$ cat config.mk
export PLATFORM = sky130hd
export DESIGN_NAME = bubble_sorter_flat
export DESIGN_NICKNAME = d
export VERILOG_FILES = /design/src/rtl/bubble_sorter_pkg.sv /design/src/rtl/bubble_sorter_if.sv /design/src/rtl/bubble_sorter_pass_ctr.sv /design/src/rtl/bubble_sorter.sv /design/src/flat_wrapper.sv
export SDC_FILE = /design/constraint.sdc
export NUM_CORES = 1
export LEC_CHECK = 0
export CORE_MARGIN = 4
export CORE_UTILIZATION = 25
export DETAILED_ROUTE_END_ITERATION = 12
export GPL_ROUTABILITY_DRIVEN = 0
export PLACE_DENSITY = 0.51
export SYNTH_ARGS = -nofsm -noshare
export SYNTH_HDL_FRONTEND = slang
export SYNTH_SLANG_ARGS = --single-unit
$ cat constraint.sdc
create_clock -name clk -period 7.3 [get_ports clk]
set_input_delay 2.19 -clock clk [delete_from_list [all_inputs] [get_ports clk]]
set_output_delay 2.19 -clock clk [all_outputs]
set_load 0.01 [all_outputs]
$ cat src/rtl/bubble_sorter_pkg.sv
// bubble_pkg: sorter state encoding, register-file mode codes, width defaults
// and the length clamp shared by the sorter and its pass counter.
package bubble_pkg;

   localparam int DEF_DEPTH = 32;
   localparam int DEF_AW    = 5;
   localparam int DEF_DW    = 32;
   localparam int LEN_W     = 6;
   localparam int SWAP_W    = 10;

   localparam logic [1:0] RF_READ  = 2'b00;
   localparam logic [1:0] RF_WRITE = 2'b01;

   typedef enum logic [2:0] {
      ST_IDLE,
      ST_RD_A,
      ST_RD_B,
      ST_CMP,
      ST_WR_A,
      ST_WR_B,
      ST_NEXT,
      ST_DONE
   } state_t;

   function automatic logic [LEN_W-1:0] clamp_len(input logic [LEN_W-1:0] len, input int depth);
      if (int'(len) > depth) return LEN_W'(depth);
      return len;
   endfunction

endpackage

$ cat src/rtl/bubble_sorter_if.sv
// bubble_sorter_if: sequencer control (start/len/busy/done/swap_count) plus the
// register-file address/mode/data port; master is the sorter side.
interface bubble_sorter_if #(
   parameter int AW = 5,
   parameter int DW = 32
) ();
   logic          start;
   logic [5:0]    len;
   logic          busy;
   logic          done;
   logic [9:0]    swap_count;
   logic [AW-1:0] rf_addr_wr;
   logic [AW-1:0] rf_addr_rd;
   logic [1:0]    rf_mode;
   logic [DW-1:0] rf_wdata;
   logic [DW-1:0] rf_rdata;

   modport master (
      input  start, len, rf_rdata,
      output busy, done, swap_count, rf_addr_wr, rf_addr_rd, rf_mode, rf_wdata
   );

   modport slave (
      output start, len, rf_rdata,
      input  busy, done, swap_count, rf_addr_wr, rf_addr_rd, rf_mode, rf_wdata
   );
endinterface

$ cat src/rtl/bubble_sorter_pass_ctr.sv
// bubble_pass_ctr: pass index p and compare index j with end-of-pass/end-of-sort flags.
// Latency: flags are combinational from the registered counters and the latched length.
// No backpressure: counters move only on the load/inc/next strobes from the FSM.
module bubble_pass_ctr
   import bubble_pkg::*;
#(
   parameter int AW = DEF_AW
)(
   input  logic             clk,
   input  logic             rst,
   input  logic             i_load,
   input  logic [LEN_W-1:0] i_len,
   input  logic             i_inc_j,
   input  logic             i_next_pass,
   output logic [AW-1:0]    o_j,
   output logic             o_end_of_pass,
   output logic             o_end_of_sort
);
   logic [LEN_W-1:0] r_len;
   logic [AW-1:0]    r_p;
   logic [AW-1:0]    r_j;
   logic [LEN_W-1:0] w_last_j;

   always_ff @(posedge clk or negedge rst) begin
      if (!rst) begin
         r_len <= '0;
         r_p   <= '0;
         r_j   <= '0;
      end else if (i_load) begin
         r_len <= i_len;
         r_p   <= '0;
         r_j   <= '0;
      end else if (i_next_pass) begin
         r_p   <= r_p + AW'(1);
         r_j   <= '0;
      end else if (i_inc_j) begin
         r_j   <= r_j + AW'(1);
      end
   end

   // len >= 2 and p <= len-2 whenever these are consulted, so no underflow.
   assign w_last_j      = r_len - LEN_W'(2) - LEN_W'(r_p);
   assign o_end_of_pass = !(LEN_W'(r_j) < w_last_j);
   assign o_end_of_sort = (LEN_W'(r_p) + LEN_W'(2)) == r_len;
   assign o_j           = r_j;

endmodule

$ cat src/rtl/bubble_sorter.sv
// bubble_sorter: in-place ascending unsigned bubble sort over a read/write register-file port.
// Latency: 3 cycles per compare, +2 per swap, +1 per pass boundary, then a 1-cycle done pulse.
// No backpressure: start is ignored while busy; BUBBLE_EARLY_EXIT_EN ends after a swap-free pass.
module bubble_sorter
   import bubble_pkg::*;
#(
   parameter int DEPTH = DEF_DEPTH,
   parameter int AW    = DEF_AW,
   parameter int DW    = DEF_DW
)(
   input  logic            clk,
   input  logic            rst,
   bubble_sorter_if.master bus
);
   state_t            r_state;
   state_t            w_state_nxt;
   logic [DW-1:0]     r_a;
   logic [DW-1:0]     r_b;
   logic [SWAP_W-1:0] r_swap_count;

   logic [LEN_W-1:0]  w_len_c;
   logic [AW-1:0]     w_j;
   logic [AW-1:0]     w_j1;
   logic              w_end_pass;
   logic              w_end_sort;
   logic              w_load;
   logic              w_inc_j;
   logic              w_next_pass;
   logic              w_early_exit;
   logic              w_swap;
   logic [1:0]        w_mode;
   logic [AW-1:0]     w_addr_wr;
   logic [AW-1:0]     w_addr_rd;
   logic [DW-1:0]     w_wdata;

   assign w_len_c = clamp_len(bus.len, DEPTH);
   assign w_j1    = w_j + AW'(1);
   // Strict compare keeps equal keys in place, so the sort is stable.
   assign w_swap  = r_a > bus.rf_rdata;

   bubble_pass_ctr #(.AW(AW)) u_pass_ctr (
      .clk           (clk),
      .rst           (rst),
      .i_load        (w_load),
      .i_len         (w_len_c),
      .i_inc_j       (w_inc_j),
      .i_next_pass   (w_next_pass),
      .o_j           (w_j),
      .o_end_of_pass (w_end_pass),
      .o_end_of_sort (w_end_sort)
   );

`ifdef BUBBLE_EARLY_EXIT_EN
   logic r_pass_swapped;

   always_ff @(posedge clk or negedge rst) begin
      if (!rst)
         r_pass_swapped <= 1'b0;
      else if (w_load || w_next_pass)
         r_pass_swapped <= 1'b0;
      else if (r_state == ST_WR_B)
         r_pass_swapped <= 1'b1;
   end

   assign w_early_exit = !r_pass_swapped;
`else
   assign w_early_exit = 1'b0;
`endif

   always_ff @(posedge clk or negedge rst) begin
      if (!rst) begin
         r_state      <= ST_IDLE;
         r_a          <= '0;
         r_b          <= '0;
         r_swap_count <= '0;
      end else begin
         r_state <= w_state_nxt;
         if (r_state == ST_RD_B)
            r_a <= bus.rf_rdata;
         if (r_state == ST_CMP)
            r_b <= bus.rf_rdata;
         if (w_load)
            r_swap_count <= '0;
         else if (r_state == ST_WR_B)
            r_swap_count <= r_swap_count + SWAP_W'(1);
      end
   end

   always_comb begin
      w_state_nxt = r_state;
      w_load      = 1'b0;
      w_inc_j     = 1'b0;
      w_next_pass = 1'b0;
      w_mode      = RF_READ;
      w_addr_wr   = '0;
      w_addr_rd   = '0;
      w_wdata     = '0;
      case (r_state)
         ST_IDLE: begin
            if (bus.start) begin
               if (w_len_c <= LEN_W'(1)) begin
                  w_state_nxt = ST_DONE;
               end else begin
                  w_load      = 1'b1;
                  w_state_nxt = ST_RD_A;
               end
            end
         end
         ST_RD_A: begin
            w_addr_rd   = w_j;
            w_state_nxt = ST_RD_B;
         end
         ST_RD_B: begin
            w_addr_rd   = w_j1;
            w_state_nxt = ST_CMP;
         end
         ST_CMP: begin
            if (w_swap) begin
               w_state_nxt = ST_WR_A;
            end else if (w_end_pass) begin
               w_state_nxt = ST_NEXT;
            end else begin
               w_inc_j     = 1'b1;
               w_state_nxt = ST_RD_A;
            end
         end
         ST_WR_A: begin
            w_mode      = RF_WRITE;
            w_addr_wr   = w_j;
            w_wdata     = r_b;
            w_state_nxt = ST_WR_B;
         end
         ST_WR_B: begin
            w_mode    = RF_WRITE;
            w_addr_wr = w_j1;
            w_wdata   = r_a;
            if (w_end_pass) begin
               w_state_nxt = ST_NEXT;
            end else begin
               w_inc_j     = 1'b1;
               w_state_nxt = ST_RD_A;
            end
         end
         ST_NEXT: begin
            w_next_pass = 1'b1;
            if (w_end_sort || w_early_exit)
               w_state_nxt = ST_DONE;
            else
               w_state_nxt = ST_RD_A;
         end
         ST_DONE: begin
            w_state_nxt = ST_IDLE;
         end
         default: begin
            w_state_nxt = ST_IDLE;
         end
      endcase
   end

   assign bus.busy       = (r_state != ST_IDLE);
   assign bus.done       = (r_state == ST_DONE);
   assign bus.swap_count = r_swap_count;
   assign bus.rf_mode    = w_mode;
   assign bus.rf_addr_wr = w_addr_wr;
   assign bus.rf_addr_rd = w_addr_rd;
   assign bus.rf_wdata   = w_wdata;

endmodule

$ cat src/flat_wrapper.sv
// flat-port wrapper written by rule: the top's interface ports become plain ports
module bubble_sorter_flat import bubble_pkg::*;
#(
   parameter int DEPTH = DEF_DEPTH,
   parameter int AW    = DEF_AW,
   parameter int DW    = DEF_DW
)
  (clk, rst, bus_start, bus_len, bus_rf_rdata, bus_busy, bus_done, bus_swap_count, bus_rf_addr_wr, bus_rf_addr_rd, bus_rf_mode, bus_rf_wdata);
  bubble_sorter_if #(.AW(AW), .DW(DW)) bus_i ();
  input  logic clk;
  input  logic rst;
  input wire logic [$bits(bus_i.start)-1:0] bus_start;
  input wire logic [$bits(bus_i.len)-1:0] bus_len;
  input wire logic [$bits(bus_i.rf_rdata)-1:0] bus_rf_rdata;
  output wire logic [$bits(bus_i.busy)-1:0] bus_busy;
  output wire logic [$bits(bus_i.done)-1:0] bus_done;
  output wire logic [$bits(bus_i.swap_count)-1:0] bus_swap_count;
  output wire logic [$bits(bus_i.rf_addr_wr)-1:0] bus_rf_addr_wr;
  output wire logic [$bits(bus_i.rf_addr_rd)-1:0] bus_rf_addr_rd;
  output wire logic [$bits(bus_i.rf_mode)-1:0] bus_rf_mode;
  output wire logic [$bits(bus_i.rf_wdata)-1:0] bus_rf_wdata;
  assign bus_i.start = bus_start;
  assign bus_i.len = bus_len;
  assign bus_i.rf_rdata = bus_rf_rdata;
  assign bus_busy = bus_i.busy;
  assign bus_done = bus_i.done;
  assign bus_swap_count = bus_i.swap_count;
  assign bus_rf_addr_wr = bus_i.rf_addr_wr;
  assign bus_rf_addr_rd = bus_i.rf_addr_rd;
  assign bus_rf_mode = bus_i.rf_mode;
  assign bus_rf_wdata = bus_i.rf_wdata;
  bubble_sorter #(.DEPTH(DEPTH), .AW(AW), .DW(DW)) u_core (.clk(clk), .rst(rst), .bus(bus_i));
endmodule
# After elaboration in Yosys (flattened, before gate mapping)
# Cells that the tools add are included.
[classes]
n_addsub = 6
magnitude_cmp = 4
eq_ne = 9
n_mux = 27
n_reduce_logical = 6
[ops]
columns = ["op", "count"]
rows = [
  ["$pmux 32 s2", 1],
  ["$gt 32x32->1", 1],
  ["$mux 5", 5],
  ["$pmux 3 s8", 1],
  ["$mux 10", 2],
  ["$pmux 5 s2", 2],
  ["$mux 3", 5],
  ["$eq 3x3->1 const B", 4],
  ["$mux 6", 2],
  ["$add 10x1->10 const B", 1],
  ["$add 5x1->5 const B", 2],
  ["$mux 1", 8],
  ["$add 5x2->6 const B", 1],
  ["$eq 3x2->1 const B", 2],
  ["$eq 6x6->1", 1],
  ["$gt 6x6->1 const B", 1],
  ["$le 6x1->1 const B", 1],
  ["$lt 5x6->1", 1],
  ["$reduce_bool 3->1", 2],
  ["$sub 6x2->6 const B", 1],
  ["$sub 6x5->6", 1],
  ["$reduce_bool 2->1", 2],
  ["$eq 3x1->1 const B", 1],
  ["$logic_not 3->1", 1],
  ["other kinds (3)", 3],
]
[totals]
ff_bits = 93
in_bits = 41
output_inout_bits = 56
elab_cells = 59

# Depth between registers and ports, before layout
# Gate-level depths: netlist of the first run.
[depth]
depth_word = 9
ltp_mapped = 15
mapped_depth_nobuf = 15

# Hierarchy
# A second synthesis of the first run with hierarchy kept.
[unflattened]
cells_unflattened = 581
area_unflattened_um2 = 5645.4
[by_module_without_submodules]
columns = ["module", "instances", "cells_per_inst", "area_per_inst_um2", "seq_area_each_um2"]
rows = [
  ["bubble_sorter", 1, 470, 4560.6, 1926.8],
  ["bubble_pass_ctr", 1, 111, 1084.8, 400.4],
]

# Worst setup path before layout of the first run
# No wires, ideal clock.
[synth_path]
path_kind = "in2reg"
startpoint = "input port bus_rf_rdata[10]"
endpoint = "register u_core.r_state[2]"
setup_ns = 0.126
arrival_ns = 3.863
required_ns = 7.174
setup_slack_ns = 3.311
cell_stages = 9
path_buffers = 0
cell_sequence = "inv_1 > ha_1 > a21oi_1 > nand2_1 > a221oi_2 > nor3b_2 > a211o_2 > a21o_1 > a221o_1"
[synth_between]
elab_chain_cells = 3
[synth_lines]
columns = ["item", "line", "text"]
rows = [
  ["from (decl)", "flat_wrapper.sv:14", "input wire logic [$bits(bus_i.rf_rdata)-1:0] bus_rf_rdata;"],
  ["$gt 32x32->1", "bubble_sorter.sv:39", "assign w_swap = r_a > bus.rf_rdata;"],
  ["$mux 3", "bubble_sorter.sv:118", "if (w_swap) begin"],
  ["$pmux 3 s8", "bubble_sorter.sv:98", "case (r_state)"],
  ["to (signal assigned)", "bubble_sorter.sv:77", "r_state <= w_state_nxt;"],
  ["to (decl)", "bubble_sorter.sv:15", "state_t r_state;"],
]
# Every way passes these cells.
# A chain may end at the register's enable or synchronous reset.

# Worst setup path after layout of the first run
[layout_path]
startpoint = "register u_core.r_state[0]"
endpoint = "output port bus_rf_addr_rd[1]"
[layout_between]
elab_chain_cells = 2
word_cells_on_any_way = 3
classes_between = "eq/ne: 2; mux: 1"
[layout_lines]
columns = ["item", "line", "text"]
rows = [
  ["$eq 3x2->1 / $eq 3x1->1 (equally long branches)", "bubble_sorter.sv:98", ""],
  ["$pmux 5 s2 *", "bubble_sorter.sv:98", ""],
  ["to (decl)", "flat_wrapper.sv:19", "output wire logic [$bits(bus_i.rf_addr_rd)-1:0] bus_rf_addr_rd;"],
]
# Every way passes the cells marked *; elsewhere a longest branch is shown, timed or not.

==> out/metrics.csv, run 1 <==
metric,value,unit
core box area,22600,µm²
RSZ-0062 raised after global routing,no,
Worst EP arrival,2.72,ns
Static Leak,0.00332,µW
I/O pins,97,
crit path launch,u_core.r_state[0],
share of flip-flops with an asynchronous set or reset,100,%
syn nets,694,
post-cts resize count,0,
post-route ant nets,0,
FF-to-FF Start,u_core.u_pass_ctr.r_p[1],
Netlist Area Pre-Place,5730,µm²
Final TNS setup,0,ns
CP max FO,36,
CTS sink cnt,93,
hold path startpoint,u_core.r_b[23],
share of post-route cells with drive strength above 1,9.90,%
hpwl dp,10.4,mm
drt total wl,14.2,mm
I/O Buffers,95,
Final Cycle Share,67.2,%
vias per cell,4.45,
Synth area leader,dfrtp_1,
"Top FF cell, synth",dfrtp_1,
initial antenna violation count,0,
class of the most critical hold timing path,reg -> reg,
Starting Density,25.4,%
CTS Root Cell,clkbuf_16,
syn avg cell area,9.51,µm²
Synth Register Bits,93,
initial DRC count,115,
# fillers,2370,
Die W,159,µm
global-route wire length before repair,24.1,mm
critical path endpoint category,primary output,
Worst Max-Slew Pin Slew,1.10,ns
final worst setup slack,2.39,ns
Synth Warn #,0,
cts hold-fix bufs,0,
Peak VDD IR,173,µV
final setup violation count,0,
diode count,0,
grt ovf,0,
CTS tree,yes,
Slew Limit Fails,0,
total of max-cap violations,0,
clock buffer depth,2,
final setup skew,0.00802,ns
"top cells by area, synth","dfrtp_1, ha_1, mux2i_1, mux2_2, nor2_1",
Final Critical Period,4.91,ns
PD cells,367,nW/µm²
Die Y,159,µm
headroom to the max-slew limit,26.7,%
H-tree depth,3,
Final Hold Fails,0,
unique cell type count in the Yosys netlist,57,
Total Nets Final,774,
sequential share of the synthesized area,40.6,%
CP required,5.11,ns
drc violations,0,
gr usage total,11.6,%
Yosys top cell area share,40.6,%
via count,4323,
worst skew pair latency,0.34,ns
area growth from synthesis to layout,25.9,%
clk slew on worst S/H paths,0.07,ns
"EDFF count, synth",0,
Setup Buffers After CTS,0,
Avg WL per Cell,14.6,µm
crit path kind,reg -> out,
Post-Route Utilization,32.0,%
num rows,55,
vias in the first global route,4581,
largest net degree at the start of global routing,64,
total die area,25400,µm²
CTS Buf Count,9,
DP Worst Slack,2.47,ns
Gate Count Post-Synth,603,
status,"finished, final reports clean",
Pre-antenna DRT Iters,4,
fmax,204,MHz
nature of the critical path startpoint,flop,
==> cell usage after synthesis (2+ instances only) <==
library cell and number:
nand4_1 9, or2_2 2, nor2_1 71, nor3_1 5, xnor2_1 9, or3_1 2
a21boi_0 2, o21ai_0 43, a21oi_2 2, mux2_2 32, nand2b_1 2, nand3b_1 5
xor2_1 18, inv_1 50, dfrtp_1 93, a21oi_1 19, a31oi_1 2, and3_1 6
a211oi_1 2, nand3_1 14, buf_1 6, nand2_1 60, mux2i_1 38, a22oi_1 5
o21ai_1 3, clkbuf_1 15, ha_1 49, buf_2 6, a21o_1 5
==> registers in the layout, summed over array words and instances (netlist names) <==
| name | count |
|---|---|
| u_core.r_a | 32 |
| u_core.r_b | 32 |
| u_core.bus.swap_count | 10 |
| u_core.u_pass_ctr.r_len | 6 |
| u_core.u_pass_ctr.o_j | 5 |
| u_core.u_pass_ctr.r_p | 5 |
| u_core.r_state | 3 |
==> worst paths after layout <==
path,to,slack (ns),cells past startpoint
min in group asynchronous,u_core.u_pass_ctr.r_len[0],1.85,1
max,bus_rf_addr_rd[1],2.39,5
max in group asynchronous,u_core.r_state[0],4.30,2
min,u_core.r_b[23],0.48,2
min reg2reg,u_core.r_b[23],0.48,2
max reg2reg,u_core.u_pass_ctr.o_j[3],4.04,13
==> layout by cell type, fill, tap and decap left out, types with 2 or more instances in the layout <==
cell / netlist / final
a21o_1: 5 / 5
ha_1: 49 / 49
a22oi_1: 5 / 5
nand2_1: 60 / 60
nor2_1: 71 / 70
a21oi_1: 19 / 19
o21ai_1: 3 / 3
mux2_2: 32 / 32
xor2_1: 18 / 18
a21oi_2: 2 / 2
xnor2_1: 9 / 9
and3_1: 6 / 6
inv_6: 0 / 3
nand3b_1: 5 / 5
a31oi_1: 2 / 2
mux2i_1: 38 / 38
buf_4: 1 / 4
nand4_1: 9 / 9
dfrtp_1: 93 / 92
clkdlybuf4s50_1: 0 / 94
clkbuf_16: 0 / 9
a21boi_0: 2 / 2
inv_1: 50 / 50
nor3_1: 5 / 5
a211oi_1: 2 / 2
nand3_1: 14 / 14
or2_2: 2 / 2
or3_1: 2 / 2
o21ai_0: 43 / 43
==> power by group <==
part | total (µW) | internal, µW | leakage [µW] | switching [µW]
Sequential | 936 | 741 | 0.00116 | 195
Combinational | 1260 | 603 | 0.00204 | 661
Clock | 448 | 234 | 0.000130 | 214
Total | 2650 | 1580 | 0.00332 | 1070
==> cell families (layout without fill, tap and decap cells) <==
kind of cell             count (synthesis)  in the layout  synth area share, %
AO/OA/AOI/OAI                           95             95                 10.3
flip-flops                              93             93                 40.6
XOR/XNOR                                27             27                 4.12
multiplexers                            70             70                 12.9
buffers and inverters                   80            164                 5.57
adder cells (fa/ha/maj)                 50             50                 11.0
AND/OR/NAND/NOR                        187            187                 15.4
other                                    1              1               0.0654
==> metrics by stage <==
| step | std cells | hold slack [ns] | total power, µW | area, µm² |
|---|---|---|---|---|
| after detailed placement | 957 | 0.470 | 2250 | 6940 |
| after global placement | 957 | 0.462 | 2230 | 6940 |
| final | 972 | 0.480 | 2650 | 7220 |
| after CTS | 972 | 0.485 | 2710 | 7220 |
| after global routing | 972 | 0.499 | 2910 | 7220 |
| after floorplan | 603 | 0.445 | 1840 | 5730 |
==> per-layer routing <==
layer  up-vias  share of wire, %  track usage, %  wire length (µm)
met5         -                 0               0                 0
met4         0               1.0            2.84               145
met3         7               2.7            2.15               380
met2        57                48            19.5              6740
met1      2037                49            15.4              6890
li1       2222                 -               -                 -
==> final cells by class <==
type	count	area, µm²	area share (%)
Sequential cell	93	2330	32.3
Multi-Input combinational cell	430	3100	42.9
Tap cell	285	357	4.94
Clock inverter	5	42.5	0.590
Timing Repair Buffer	98	971	13.5
Inverter	51	191	2.65
Clock buffer	10	229	3.17
==> critical path: stages, from the launching register on <==
cell and delay (ns):
dfrtp_2 0.63, buf_4 0.59, and2b_1 0.34, a22oi_1 0.23
nor2_1 0.07, clkdlybuf4s50_1 0.50
(Power assumes the default switching activity.)
==> run 2, diff against run 1 <==
==> constraint.sdc (replaced) <==
create_clock -name clk -period 5.11 [get_ports clk]
set_input_delay 1.533 -clock clk [delete_from_list [all_inputs] [get_ports clk]]
set_output_delay 1.533 -clock clk [all_outputs]
set_load 0.01 [all_outputs]
==> run 2 against run 1 <==
Net effect:
- flip-flop and latch count is the same
- non-clock buffer count grew 1
- global-route usage shrank 0.23 points
- clock skew grew 0.0085 ns
- combinational power grew 44%
- highest routed layer unchanged
- total power grew 45%
- final area grew 0.40%
- wire length grew 1.6%
- hold slack lost 0.0034 ns
- sequential power grew 44%
==> out/metrics.csv, run 2 (synthesized netlist as in run 1, its figures left out) <==
metric,value,unit,change
status,"finished, final reports clean",,
# fillers,2367,,-0.13%
clk slew on worst S/H paths,0.08,ns,about the same
crit path launch,u_core.r_state[0],,
final setup skew,0.0165,ns,+0.00853 ns
total of max-cap violations,0,,unchanged
Worst R2R Setup Slack,1.84,ns,-2.20 ns
Total Nets Final,775,,+0.13%
hold path startpoint,u_core.r_b[23],,
grt ovf,0,,unchanged
Peak VDD IR,211,µV,+22%
initial antenna violation count,0,,unchanged
largest net degree at the start of global routing,72,,+13%
Multi-input gate area,3100,µm²,unchanged
reg2reg end,u_core.u_pass_ctr.o_j[2],,
Final Critical Period,4.26,ns,
"most common cell after layout, fill and taps aside",clkdlybuf4s50_1,,
share of post-route cells with drive strength above 1,10.0,%,+0.12 points
nature of the critical path startpoint,flop,,
I/O Buffers,95,,unchanged
hold worst-path end,u_core.r_b[23],,
H-tree depth,3,,unchanged
Hold Path Depth,2,,unchanged
fmax,235,MHz,
Slew Limit Fails,0,,unchanged
total die area,25400,µm²,unchanged
num rows,55,,unchanged
Hold Slack,0.476,ns,-0.00341 ns
fin cells,974,,+0.21%
drt total wl,14.4,mm,+1.6%
CTS Buf Count,9,,unchanged
class of the most critical hold timing path,reg -> reg,,
Worst Max-Slew Pin Slew,1.14,ns,+0.0392 ns
Pre-antenna DRT Iters,4,,unchanged
Starting Density,25.4,%,unchanged
FF-to-FF Start,u_core.u_pass_ctr.r_p[1],,
post-cts resize count,0,,unchanged
CP max FO,25,,-31%
critical path endpoint category,primary output,,
global-route wire length before repair,23.3,mm,-3.3%
Static Leak,0.00334,µW,+0.48%
core box area,22600,µm²,unchanged
cts hold-fix bufs,0,,unchanged
crit-path cells,"buf_4, nand4_1, xor2_1, nor2_1, clkdlybuf4s50_1",,
most frequent cells in the layout,"clkdlybuf4s50_1, dfrtp_1, nor2_1, nand2_1, inv_1",,
Die W,159,µm,unchanged
Final TNS setup,0,ns,unchanged
Cells after DPL,958,,+0.10%
Avg WL per Cell,14.8,µm,+1.4%
area growth from synthesis to layout,26.4,%,
worst skew pair latency,0.35,ns,about the same
CTS sink cnt,93,,unchanged
Final Hold Fails,0,,unchanged
CP required,3.58,ns,-1.53 ns
initial DRC count,111,,-3.5%
Placed Instance Area,6950,µm²,+0.11%
diode count,0,,unchanged
CTS tree,yes,,
Pwr Total,3840,µW,+45%
gr usage total,11.3,%,-0.23 points
Worst EP arrival,2.73,ns,about the same
Final Cycle Share,83.4,%,
PD cells,530,nW/µm²,+44%
CTS Root Cell,clkbuf_16,,
Setup Buffers After CTS,0,,unchanged
Die Y,159,µm,unchanged
drc violations,0,,unchanged
clock buffer depth,2,,unchanged
post-route ant nets,0,,unchanged
I/O pins,97,,unchanged
vias per cell,4.47,,+0.53%
vias in the first global route,4358,,-4.9%
reg2reg path depth,13,,unchanged
worst path buffer plus inverter count,2,,unchanged
final setup violation count,0,,unchanged
"slowest stage delay, CP",0.79,ns,+0.16 ns
register area,2330,µm²,unchanged
headroom to the max-slew limit,24.1,%,-2.6 points
hpwl dp,10.3,mm,-0.55%
design area,7240,µm²,+0.40%
via count,4355,,+0.74%
crit path kind,reg -> out,,
slowest cell on the critical path,dfrtp_2,,
Worst path top cell family by delay,buffers and inverters,,
RSZ-0062 raised after global routing,no,,
## run 2: cell count changes in the layout (fill, tap and decap cells not counted), sizes merged
cell    previous run  this run
bufinv             0         1
clkbuf            10        11
buf                4         5
inv               54        53
## run 2: metrics by stage
stage / worst slack (ns) / utilization (%)
detailed placement: 0.947 / 30.8
global placement: 0.960 / 30.8
global route: 0.696 / 32.1
finish: 0.849 / 32.1
CTS: 0.774 / 32.1
floorplan: 1.78 / -
## run 2: how the worst max path moves through the flow
stage | endpoint | slack, ns | cells past startpoint
after floorplan | u_core.r_state[2] | 1.78 | 9
after global routing | bus_rf_addr_wr[3] | 0.70 | 5
final | bus_rf_addr_wr[3] | 0.85 | 5
after detailed placement | u_core.r_state[1] | 0.95 | 9
after global placement | u_core.r_state[1] | 0.96 | 9
after CTS | bus_rf_addr_wr[3] | 0.77 | 5
## run 2: report_power, final
part           total (µW)  switching [µW]  internal [µW]
Clock                 680             297            383
Combinational        1810             941            865
Sequential           1350             295           1060
Total                3840            1530           2310
## run 2: routing by layer
metal	global-route usage, %	part of all wire (%)	up-vias
met2	18.4	46	66
met4	3.39	1.5	0
met3	2.12	2.5	13
li1	-	-	2221
met1	15.4	50	2055
met5	0	0	-
## run 2: cell type report
cell class	instances	share of cell area, %
multi-input combinational	430	42.7
tap	285	4.92
timing repair buffer	99	13.5
clock buffer	11	3.21
inverter	51	2.64
clock inverter	5	0.829
sequential	93	32.1
## run 2: tightest hold or removal path, stage by stage (launching register included)
cell and delay [ns]:
dfrtp_1 0.34, nand2_1 0.05, o21ai_0 0.06
